[config.mk]
export PLATFORM = sky130hd
export DESIGN_NAME = decode_pipe
export DESIGN_NICKNAME = d
export VERILOG_FILES = /design/src/rtl/decode_pipe.sv
export SDC_FILE = /design/constraint.sdc
export NUM_CORES = 2
export LEC_CHECK = 0
export ABC_CLOCK_PERIOD_IN_PS = 2800
export CAP_MARGIN = 20
export CORE_ASPECT_RATIO = 0.75
export CORE_UTILIZATION = 35
export DETAILED_ROUTE_END_ITERATION = 10
export PLACE_DENSITY_LB_ADDON = 0.12
export SLEW_MARGIN = 15
export SYNTH_ARGS = -nofsm -noshare
export SYNTH_HDL_FRONTEND = slang
export SYNTH_SLANG_ARGS = --single-unit
[constraint.sdc]
create_clock -name clk -period 2.8 [get_ports clk]
set_input_delay 0.56 -clock clk [delete_from_list [all_inputs] [get_ports clk]]
set_output_delay 0.56 -clock clk [all_outputs]
set_load 0.02 [all_outputs]
[src/rtl/decode_pipe.sv]
// RV32 decode stage: register file read, immediate/control decode, load-use interlock, one-deep da_* register.
// Optional macro DECODE_WB_BYPASS_EN forwards same-cycle writeback data into operand reads.
module decode_pipe #(
    parameter  int XLEN = 32,
    parameter  int NREG = 32,
    localparam int RW   = $clog2(NREG)
) (
    input  logic            clk,
    input  logic            rst_n,
    input  logic            fd_valid,
    input  logic [XLEN-1:0] fd_pc,
    input  logic [31:0]     fd_instr,
    output logic            d_ready,
    input  logic            a_ready,
    input  logic            flush,
    input  logic            w_regfile,
    input  logic [RW-1:0]   sel_regfile,
    input  logic [XLEN-1:0] data_regfile,
    output logic            da_valid,
    output logic [XLEN-1:0] da_pc,
    output logic [XLEN-1:0] da_data1,
    output logic [XLEN-1:0] da_data2,
    output logic [XLEN-1:0] da_imm,
    output logic [XLEN-1:0] da_target_pc,
    output logic [RW-1:0]   da_read_sel1,
    output logic [RW-1:0]   da_read_sel2,
    output logic [RW-1:0]   da_write_sel,
    output logic [5:0]      da_alu_ctrl,
    output logic            da_is_wb,
    output logic            da_is_branch,
    output logic            da_is_jump,
    output logic            da_is_load,
    output logic            da_is_store,
    output logic            da_illegal
);

    localparam logic [6:0] OP_R     = 7'b0110011;
    localparam logic [6:0] OP_I     = 7'b0010011;
    localparam logic [6:0] OP_LD    = 7'b0000011;
    localparam logic [6:0] OP_ST    = 7'b0100011;
    localparam logic [6:0] OP_BR    = 7'b1100011;
    localparam logic [6:0] OP_LUI   = 7'b0110111;
    localparam logic [6:0] OP_AUIPC = 7'b0010111;
    localparam logic [6:0] OP_JAL   = 7'b1101111;
    localparam logic [6:0] OP_JALR  = 7'b1100111;
    // RV64 shift immediates borrow funct7[0] as shamt[5]
    localparam logic [6:0] SHMASK   = (XLEN == 64) ? 7'b1111110 : 7'b1111111;

    typedef struct packed {
        logic [XLEN-1:0] pc, data1, data2, imm, target_pc;
        logic [RW-1:0]   rs1, rs2, rd;
        logic [5:0]      alu_ctrl;
        logic            is_wb, is_branch, is_jump, is_load, is_store, illegal;
    } da_t;

    logic [XLEN-1:0] rf_q [NREG];
    logic [XLEN-1:0] rf_d [NREG];
    da_t             da_q, da_d, dec;
    logic            da_valid_q, da_valid_d;

    logic [6:0]      opcode, funct7;
    logic [2:0]      funct3;
    logic [RW-1:0]   rs1, rs2, rd;
    logic [XLEN-1:0] imm_i, imm_s, imm_b, imm_u, imm_j;
    logic [XLEN-1:0] rdata1, rdata2;
    logic            legal, wb_class, uses_rs1, uses_rs2, hazard;

    function automatic logic [5:0] alu_of_f3(input logic [2:0] f3);
        case (f3)
            3'b000:  return 6'b000000;
            3'b001:  return 6'b000101;
            3'b010:  return 6'b001000;
            3'b011:  return 6'b001001;
            3'b100:  return 6'b000100;
            3'b101:  return 6'b000110;
            3'b110:  return 6'b000011;
            default: return 6'b000010;
        endcase
    endfunction

    assign opcode = fd_instr[6:0];
    assign funct3 = fd_instr[14:12];
    assign funct7 = fd_instr[31:25];
    assign rd     = fd_instr[7 +: RW];
    assign rs1    = fd_instr[15 +: RW];
    assign rs2    = fd_instr[20 +: RW];

    assign imm_i = XLEN'($signed(fd_instr[31:20]));
    assign imm_s = XLEN'($signed({fd_instr[31:25], fd_instr[11:7]}));
    assign imm_b = XLEN'($signed({fd_instr[31], fd_instr[7], fd_instr[30:25], fd_instr[11:8], 1'b0}));
    assign imm_u = XLEN'($signed({fd_instr[31:12], 12'b0}));
    assign imm_j = XLEN'($signed({fd_instr[31], fd_instr[19:12], fd_instr[20], fd_instr[30:21], 1'b0}));

    always_comb begin
        rdata1 = rf_q[rs1];
        rdata2 = rf_q[rs2];
`ifdef DECODE_WB_BYPASS_EN
        if (w_regfile && sel_regfile != '0 && sel_regfile == rs1) rdata1 = data_regfile;
        if (w_regfile && sel_regfile != '0 && sel_regfile == rs2) rdata2 = data_regfile;
`endif
    end

    always_comb begin
        dec       = '0;
        legal     = 1'b0;
        wb_class  = 1'b0;
        uses_rs1  = 1'b0;
        uses_rs2  = 1'b0;
        dec.pc    = fd_pc;
        dec.rs1   = rs1;
        dec.rs2   = rs2;
        dec.rd    = rd;
        dec.data1 = rdata1;
        dec.data2 = rdata2;
        case (opcode)
            OP_R: begin
                uses_rs1 = 1'b1;
                uses_rs2 = 1'b1;
                wb_class = 1'b1;
                if (funct7 == 7'b0000000) begin
                    legal        = 1'b1;
                    dec.alu_ctrl = alu_of_f3(funct3);
                end else if (funct7 == 7'b0100000 && (funct3 == 3'b000 || funct3 == 3'b101)) begin
                    legal        = 1'b1;
                    dec.alu_ctrl = (funct3 == 3'b000) ? 6'b000001 : 6'b000111;
                end
            end
            OP_I: begin
                uses_rs1     = 1'b1;
                wb_class     = 1'b1;
                dec.imm      = imm_i;
                dec.alu_ctrl = alu_of_f3(funct3);
                if (funct3 == 3'b001) begin
                    legal = (funct7 & SHMASK) == 7'b0000000;
                end else if (funct3 == 3'b101) begin
                    legal = ((funct7 & SHMASK) == 7'b0000000) || ((funct7 & SHMASK) == 7'b0100000);
                    if (funct7[5]) dec.alu_ctrl = 6'b000111;
                end else begin
                    legal = 1'b1;
                end
            end
            OP_LD: begin
                uses_rs1    = 1'b1;
                wb_class    = 1'b1;
                dec.imm     = imm_i;
                dec.is_load = 1'b1;
                legal       = funct3 != 3'b011 && funct3 != 3'b110 && funct3 != 3'b111;
            end
            OP_ST: begin
                uses_rs1     = 1'b1;
                uses_rs2     = 1'b1;
                dec.imm      = imm_s;
                dec.is_store = 1'b1;
                legal        = !funct3[2] && funct3 != 3'b011;
            end
            OP_BR: begin
                uses_rs1      = 1'b1;
                uses_rs2      = 1'b1;
                dec.imm       = imm_b;
                dec.is_branch = 1'b1;
                dec.alu_ctrl  = {3'b010, funct3};
                legal         = funct3[2:1] != 2'b01;
            end
            OP_LUI, OP_AUIPC: begin
                wb_class = 1'b1;
                dec.imm  = imm_u;
                legal    = 1'b1;
            end
            OP_JAL: begin
                wb_class    = 1'b1;
                dec.imm     = imm_j;
                dec.is_jump = 1'b1;
                legal       = 1'b1;
            end
            OP_JALR: begin
                uses_rs1    = 1'b1;
                wb_class    = 1'b1;
                dec.imm     = imm_i;
                dec.is_jump = 1'b1;
                legal       = funct3 == 3'b000;
            end
            default: ;
        endcase
        if (opcode == OP_BR || opcode == OP_JAL) dec.target_pc = fd_pc + dec.imm;
        dec.is_wb   = wb_class && legal && (rd != '0);
        dec.illegal = !legal;
        // an illegal word still travels down the pipe, but must not trigger any unit
        if (!legal) begin
            dec.alu_ctrl  = '0;
            dec.is_branch = 1'b0;
            dec.is_jump   = 1'b0;
            dec.is_load   = 1'b0;
            dec.is_store  = 1'b0;
        end
    end

    assign hazard  = da_valid_q && da_q.is_load && (da_q.rd != '0) &&
                     ((uses_rs1 && rs1 == da_q.rd) || (uses_rs2 && rs2 == da_q.rd));
    assign d_ready = (!da_valid_q || a_ready) && !hazard && !flush;

    always_comb begin
        da_valid_d = da_valid_q;
        da_d       = da_q;
        if (flush) begin
            da_valid_d = 1'b0;
        end else if (fd_valid && d_ready) begin
            da_valid_d = 1'b1;
            da_d       = dec;
        end else if (!(da_valid_q && !a_ready)) begin
            da_valid_d = 1'b0;
        end
    end

    always_comb begin
        rf_d = rf_q;
        if (w_regfile && sel_regfile != '0) rf_d[sel_regfile] = data_regfile;
    end

    always_ff @(posedge clk or negedge rst_n) begin
        if (!rst_n) begin
            da_valid_q <= 1'b0;
            da_q       <= '0;
            for (int i = 0; i < NREG; i++) rf_q[i] <= '0;
        end else begin
            da_valid_q <= da_valid_d;
            da_q       <= da_d;
            rf_q       <= rf_d;
        end
    end

    assign da_valid     = da_valid_q;
    assign da_pc        = da_q.pc;
    assign da_data1     = da_q.data1;
    assign da_data2     = da_q.data2;
    assign da_imm       = da_q.imm;
    assign da_target_pc = da_q.target_pc;
    assign da_read_sel1 = da_q.rs1;
    assign da_read_sel2 = da_q.rs2;
    assign da_write_sel = da_q.rd;
    assign da_alu_ctrl  = da_q.alu_ctrl;
    assign da_is_wb     = da_q.is_wb;
    assign da_is_branch = da_q.is_branch;
    assign da_is_jump   = da_q.is_jump;
    assign da_is_load   = da_q.is_load;
    assign da_is_store  = da_q.is_store;
    assign da_illegal   = da_q.illegal;

endmodule

==> out/metrics.cfg <==
[layout]
drive_gt1_frac=0.552
final_cells=7027
area_delta_synth_final_pct=24.1
final_area_mm2=0.0778
nets=4680

[timing]
fin_ws_ns=-0.124
fmax_mhz=342
fin_crit_sh=1.04
rsz0062_at_grt=true
hold_viol_final=0
slew_headroom=0.330
finalCriticalPeriod_ns=2.92
setup_viol=1
final_max_slew_viol_count=0
tightest_slew_ns=1.00
fin_skew_ns=0.0263

[power]
vdd_ir_drop_max_mv=0.498
power_density_mw_per_mm2=686
power_mw=53.4
p_leak_nw=33.7

[setup_path]
path_delay_family=simple AND/OR/NAND/NOR gates
cpMaxStageDelayCell=or4_4
reg2reg_slack_ns=0.23
worstSetupStartpoint=da_write_sel[1]
path_cells=or4_4 > o21ai_2 > nand2_1 > o211ai_2 > and2_4 > buf_6
crit_fanout=4
cp_slowest_stage_delay_ns=0.53
critPathArrivalTime_ns=2.36
r2r-start=da_write_sel[1]
cp.required_ns=2.24
crit_path_end_kind=output port
start_kind=flop
path_class=reg -> out
cp_num_buf_inv=1

[global_route]
grt_max_degree=83
grt-ovfl-total=0
antenna_found_initial=3
grt_pass1_vias=40900
grt_use_total=0.235
grt_pass1_wl_mm=308

[floorplanning]
fp.dieH_um=369
core_mm2=0.178
rows=134
fp.dieW_um=491
pin_count=296
start_util=0.353
dieArea_mm2=0.181

[synthesis]
synth_seq_cells=1210
avgSynthCellArea_um2=15.6
synth_nets=4155
syn_area_mm2=0.0627
synth.yosys.seq_area_share=0.483
synth.distinct_cells=62
synth_edf_count=0
async_flop_share=1.00
netlist_instances=4016
ys.flop_type=dfrtp_1
synth_warnings=0

[route]
drt-wirelength-per-cell_um=29.9
drc=0
first_pass_iters=5
num_vias=39600
drt_iter0_drc=2907
via_per_inst=5.64
wl_mm=210
drtAntennaViolNets=0

[run]
max_cap_violations=0

[placement]
hpwl_mm=136
placed_area_mm2=0.0728
dp_cells=6766
port_buffers=294
place.gp.congestion=0.916

[clocking]
root_buffer=clkbuf_16
worstSkewPairLatency_ns=0.79
clk_pin_slew_worst_paths_ns=0.06
cts_buffers=136
cts_tree=yes
clock_path_buffers=3
cts_sinks=1210
htree_levels=4

[min_path]
min_path_type=in -> reg
worstHoldStart=fd_instr[4]

[outcome]
status=finished, violations left
violations=setup timing

metrics by stage:
| step | TNS (ns) | util | hold WS, ns | setup slack (ns) |
|---|---|---|---|---|
| after floorplan | -4.31 | - | 0.264 | -0.366 |
| after global placement | -114.75 | 0.410 | 0.377 | -1.18 |
| after detailed placement | -119.73 | 0.410 | 0.382 | -1.25 |
| after CTS | -0.204 | 0.437 | 0.161 | -0.204 |
| after global routing | -0.203 | 0.437 | 0.110 | -0.202 |
| final | -0.124 | 0.437 | 0.134 | -0.124 |
cells by family (layout without fill, tap and decap cells):
logic type                 count (synthesis)  count (layout)  share of synthesized area
buffers and inverters                    431            1060                     0.0281
xor gates and xnor gates                  37              37                    0.00517
muxes                                   1779            1779                      0.433
DFF                                     1210            1210                      0.483
other                                      1               3                  0.0000598
AOI/OAI and AO/OA                        248             248                     0.0239
and+or+nand+nor                          278             278                     0.0207
adders and majority gates                 32              32                    0.00650
power breakdown:
part / switching [mW] / leakage (nW) / internal [mW]
combinational: 4.54 / 15.8 / 7.04
sequential: 2.21 / 15.6 / 20.7
clock: 7.70 / 2.30 / 11.2
final cells by class:
type                            instances  area [um^2]
Fill cell                           15900       100000
Multi-Input combinational cell       2375        31300
Sequential cell                      1210        30300
Timing Repair Buffer                  812         8580
Clock buffer                          191         3990
Tap cell                             2380         2980
Clock inverter                         51          673
Inverter                                6         22.5
Antenna cell                            2         5.00
per-layer routing:
metal	part of all wire	track usage	vias to the layer above
li1	-	-	16600
met1	0.47	0.348	21800
met2	0.45	0.357	962
met3	0.048	0.0356	286
met4	0.026	0.0649	0
met5	0	0	-
sequential cells by signal, summed over array words and instances, names as in the netlist, 5 cells and up:
register      count
da_data1         32
da_data2         32
da_target_pc     32
da_pc            32
da_imm           32
da_read_sel2      5
da_alu_ctrl       5
rf_q           1024
da_write_sel      5
da_read_sel1      5
cells in the mapped netlist, types with 11 or more instances:
library cell,count,area share
mux2i_1,67,0.011
nand2_1,147,0.0088
dfrtp_1,1210,0.48
nand3_1,16,0.0013
buf_1,66,0.0039
a21o_1,35,0.0042
clkbuf_1,286,0.017
mux4_2,640,0.23
buf_2,57,0.0045
a21oi_1,40,0.0032
nor2_1,38,0.0023
buf_4,13,0.0016
xnor2_1,18,0.0025
o21ai_0,119,0.0095
and3_1,13,0.0013
a22o_1,11,0.0015
xor2_1,19,0.0027
ha_1,31,0.0062
and2_1,11,0.0011
mux2_2,1070,0.19
worst paths after layout:
path | end | cells after the start
setup / recovery | d_ready | 6
hold / removal | da_is_load | 3
setup reg to reg | da_is_load | 10
hold reg to reg | rf_q[1010] | 0
max in group asynchronous | rf_q[233] | 4
min in group asynchronous | rf_q[966] | 2
tightest hold or removal path, cell delays in order:
cell,delay (ns)
clkbuf_2,0.09
buf_4,0.13
o41ai_1,0.09
layout by cell type, fill, tap and decap left out, types with 19 or more instances in the layout:
cell,instances
buf_4,379
nor2_1,21
mux2i_1,67
clkdlybuf4s50_1,275
dfrtp_1,1208
o21ai_0,102
xor2_1,19
ha_1,24
clkbuf_16,140
clkbuf_8,29
nand2_1,127
buf_12,139
mux2_2,1070
clkinv_2,24
a21o_1,35
clkbuf_1,22
mux4_2,640
a21oi_1,30
repair_timing:
item                       CTS  global route
hold buffers                 1             0
setup endpoints to repair   22            22
pin swaps                   28            18
setup buffers                8             8
resized for setup           44            27
hold endpoints to repair    93             0
No activity file was read; power rests on OpenSTA's default activity.
